$ cat src/rtl/demux_1x2_buf.sv
// Buffered 1-to-2 stream demultiplexer: each accepted beat is steered by S into
// one of two independent FIFOs, so a stalled output never blocks the other.
module demux_1x2_buf #(
    parameter int WIDTH = 8,
    parameter int DEPTH = 2,
    parameter int CNT_W = 16
) (
    input  logic             CLK,
    input  logic             RST,
    input  logic [WIDTH-1:0] D,
    input  logic             D_VALID,
    output logic             D_READY,
    input  logic             S,
    output logic [WIDTH-1:0] Y0,
    output logic             Y0_VALID,
    input  logic             Y0_READY,
    output logic [WIDTH-1:0] Y1,
    output logic             Y1_VALID,
    input  logic             Y1_READY,
    output logic [CNT_W-1:0] CNT0,
    output logic [CNT_W-1:0] CNT1
);

    localparam int PTR_W = $clog2(DEPTH);
    localparam int OCC_W = $clog2(DEPTH + 1);

    logic [1:0]                 fifo_full;
    logic [1:0]                 head_valid;
    logic [1:0]                 sink_ready;
    logic [1:0][WIDTH-1:0]      head_data;
    logic [1:0][CNT_W-1:0]      delivered;

    assign sink_ready = {Y1_READY, Y0_READY};

    // Ready follows only the FIFO the current beat is routed to; reset does not gate it.
    assign D_READY = S ? !fifo_full[1] : !fifo_full[0];

    for (genvar i = 0; i < 2; i++) begin : g_fifo
        logic [WIDTH-1:0] mem [DEPTH];
        logic [PTR_W-1:0] wr_ptr;
        logic [PTR_W-1:0] rd_ptr;
        logic [OCC_W-1:0] count;
        logic [CNT_W-1:0] pop_count;
        logic             do_push;
        logic             do_pop;

        assign do_push = D_VALID && D_READY && (S == (i != 0));
        assign do_pop  = (count != '0) && sink_ready[i];

        always_ff @(posedge CLK) begin
            if (!RST && do_push) begin
                mem[wr_ptr] <= D;
            end
        end

        // Pointers are log2(DEPTH) wide, so incrementing past DEPTH-1 wraps to 0.
        always_ff @(posedge CLK) begin
            if (RST) begin
                wr_ptr    <= '0;
                rd_ptr    <= '0;
                count     <= '0;
                pop_count <= '0;
            end else begin
                if (do_push) begin
                    wr_ptr <= wr_ptr + 1'b1;
                end
                if (do_pop) begin
                    rd_ptr    <= rd_ptr + 1'b1;
                    pop_count <= pop_count + 1'b1;
                end
                case ({do_push, do_pop})
                    2'b10:   count <= count + 1'b1;
                    2'b01:   count <= count - 1'b1;
                    default: count <= count;
                endcase
            end
        end

        assign fifo_full[i]  = (count == OCC_W'(DEPTH));
        assign head_valid[i] = (count != '0);
        assign head_data[i]  = head_valid[i] ? mem[rd_ptr] : '0;
        assign delivered[i]  = pop_count;
    end

    assign Y0       = head_data[0];
    assign Y1       = head_data[1];
    assign Y0_VALID = head_valid[0];
    assign Y1_VALID = head_valid[1];
    assign CNT0     = delivered[0];
    assign CNT1     = delivered[1];

endmodule

$ cat config.mk
export PLATFORM = sky130hd
export DESIGN_NAME = demux_1x2_buf
export DESIGN_NICKNAME = d
export VERILOG_FILES = /design/src/rtl/demux_1x2_buf.sv
export SDC_FILE = /design/constraint.sdc
export NUM_CORES = 1
export LEC_CHECK = 0
export ABC_AREA = 0
export CAP_MARGIN = 20
export CELL_PAD_IN_SITES_DETAIL_PLACEMENT = 0
export CELL_PAD_IN_SITES_GLOBAL_PLACEMENT = 1
export CORE_MARGIN = 1.5
export CORE_UTILIZATION = 40
export CTS_CLUSTER_DIAMETER = 30
export DETAILED_ROUTE_END_ITERATION = 7
export PLACE_DENSITY_LB_ADDON = 0.1
export SLEW_MARGIN = 20
export SYNTH_ARGS = -nofsm -noshare
export SYNTH_HDL_FRONTEND = slang
export SYNTH_SLANG_ARGS = --single-unit
$ cat constraint.sdc
create_clock -name CLK -period 2.15 [get_ports CLK]
set_clock_uncertainty 0.15 [all_clocks]
set_input_delay 0.3225 -clock CLK [delete_from_list [all_inputs] [get_ports CLK]]
set_output_delay 0.3225 -clock CLK [all_outputs]
set_load 0.01 [all_outputs]
==> impl_metrics.toml <==
[clocking]
cts_buffers = 9
cts.htree.levels = 3
cts_buffer_depth = 2
post_cts_hold_buffer_count = 0
root_buffer = "clkbuf_8"
clk_latency_ps = 330
post-cts-setup-buffers = 0
cts_tree = "built"
post_cts_resized = 5
cts_sinks = 74
clkSlewWorstSetupHoldPaths_ps = 80

[synthesis]
async_reset_ff_share_pct = 0
yosysMostFrequentCell = "nor2_1"
synth_area_sq_um = 3170
yosysWarnings = 0
avgSynthCellArea_sq_um = 11.1
synth_ff_type = "dfxtp_1"
muxShareOfSynthArea_pct = 7.83
ys_seq_area_share_pct = 56.9
synth-adder-area-share_pct = 1.58
yosysTopAreaCell = "edfxtp_1"
synth-xor-area-share_pct = 7.47
synth_top_area_share_pct = 30.4
ys_top_cells_by_area = "edfxtp_1 (30%), dfxtp_1 (27%), nor2_1 (6.3%)"
synth_compound_area_share_pct = 5.14
synth-seq-cells = 74
synth_top_family_by_area = "simple AND/OR/NAND/NOR gates"
synth_edf_count = 32
yosys.area_share.simple_pct = 17.7
synth_cells = 284
synth_common_cells = "nor2_1 (53), dfxtp_1 (42), edfxtp_1 (32), mux2i_1 (18), xor2_1 (15)"
synth_nets = 302
ys_types = 40

[timing]
period_minus_slack_ps = 2040
drv_slew = 0
rsz0062_at_grt = "false"
worst_pin_slew_ps = 430
hold_viol_final = 0
setup_viol = 0
slew_headroom_pct = 71.3
fmax_mhz = 491
setup_slack_ps = 114
setup_tns_ps = 0
post-route-period-util_pct = 94.7

[critical_path]
crit_slowest_cell = "clkdlybuf4s50_1"
cp.required_ps = 1680
setup.worst_path.end_class = "output port"
worstPathMaxFanout = 8
cpPeakStageDelay_ps = 550
crit_arrival_ps = 1560
startpoint_type = "register"
path_cells = "buf_6, mux2i_1, nor2_1, clkdlybuf4s50_1"
reg2reg_slack_ps = 220
criticalPathCategory = "reg -> out"

[global_routing]
grt_max_degree = 26
grt_usage_pct = 16.1
grt_pass1_wl_mm = 10.6
overflow = 0
grt_pass1_vias = 2188
antenna_found_initial = 0

[drt]
ant_nets = 0
drt-initial-drc-count = 65
vias = 2256
wl_per_cell_microns = 13.1
via_per_inst = 4.67
wl_mm = 6.33
firstDrtPassIters = 4
drc = 0

[layout]
fillers = 699
drive_gt1_share_pct = 16.0
nets = 394
syn2layout_area_growth_pct = 35.6
regArea_sq_um = 1810
multiInputGateArea_sq_um = 1270
antenna_cells = 0
final_core_util_pct = 55.8

[place]
dpl.hpwl_mm = 4.55
io_buffers = 64
dp_slack_ps = -85.2
place_congestion = 0.747

[floorplanning]
coreArea_sq_um = 7690
die_x_microns = 92.0
start_util_pct = 41.2
die_y_microns = 92.0
rows = 32
die_area_sq_um = 8460
io_pins = 65

[power]
p_leak_nw = 1.51
ir_worst_vdd_v = 0.000368
power_density_nw_per_um2 = 928

[status]
status = "finished clean"

[min_path]
min_path_type = "in -> reg"

[job]
maxCapViolCount = 0
[cells by family (layout without fill, tap and decap cells)]
group | Yosys count | in the layout
flip-flops | 74 | 74
AND/OR/NAND/NOR | 113 | 113
buffers and inverters | 18 | 115
AO/OA/AOI/OAI | 24 | 24
multiplexers | 24 | 24
adder cells (fa/ha/maj) | 4 | 4
XOR/XNOR | 27 | 27
[critical path: cells and delay by family, from the launching register on]
kind	cells	cell delay, ps
buf+inv	2	690
flops	1	310
mux	1	120
simple gates	1	110
[path summary, 6_finish.rpt]
path         depth (start not counted)                             from                            end
max                                  4                         register                          Y1[2]
min                                  2                              RST           CNT1[4]$_SDFFE_PP0P_
max reg2reg                          5  g_fifo[1].count[0]$_SDFFE_PP0P_          CNT1[15]$_SDFFE_PP0P_
min reg2reg                          2    g_fifo[0].rd_ptr$_SDFFE_PP0P_  g_fifo[0].rd_ptr$_SDFFE_PP0P_
[sequential cells by signal (all words and copies together) (netlist names), named ones only]
register,cells
g_fifo.mem,32
g_fifo.wr_ptr,2
g_fifo.rd_ptr,2
CNT0,16
g_fifo.count,4
CNT1,16
[cells in the final DEF, fill, tap and decap left out, drive strengths merged, types with 9 or more instances in the layout]
cell,count
xor2,15
mux2i,18
clkdlybuf4s50,62
clkbuf,10
nand2,9
xnor2,12
edfxtp,32
nor2,53
buf,29
dfxtp,42
[per-layer routing]
layer  wire length [microns]  share of wire, %  up-vias  track usage [%]
met1                    3200                51     1023             22.6
met5                       0                 0        -                0
met2                    2810                44       47             24.4
met3                     256               4.0        7             3.57
li1                        -                 -     1179                -
met4                      61              0.96        0             5.38
[through the flow]
step / cell area (sq um) / hold slack [ps] / instances / total power [W]
detailed placement: 4060 / 341 / 467 / 0.00290
floorplan: 3170 / 271 / 284 / 0.00235
global route: 4290 / 294 / 483 / 0.00421
finish: 4290 / 256 / 483 / 0.00398
CTS: 4280 / 252 / 483 / 0.00402
global placement: 4060 / 338 / 467 / 0.00288
[power by group]
| part | internal [W] | switching, W |
|---|---|---|
| registers | 0.00158 | 0.0000961 |
| clock network | 0.000568 | 0.000512 |
| logic | 0.000651 | 0.000575 |
| total | 0.00280 | 0.00118 |
[layout make-up]
class	instances	area share [%]
Clock inverter	6	1.52
Clock buffer	10	3.21
Timing Repair Buffer	92	19.9
Multi-Input combinational cell	192	29.7
Tap cell	102	2.97
Sequential cell	74	42.1
Inverter	7	0.612
(Power assumes the default switching activity.)
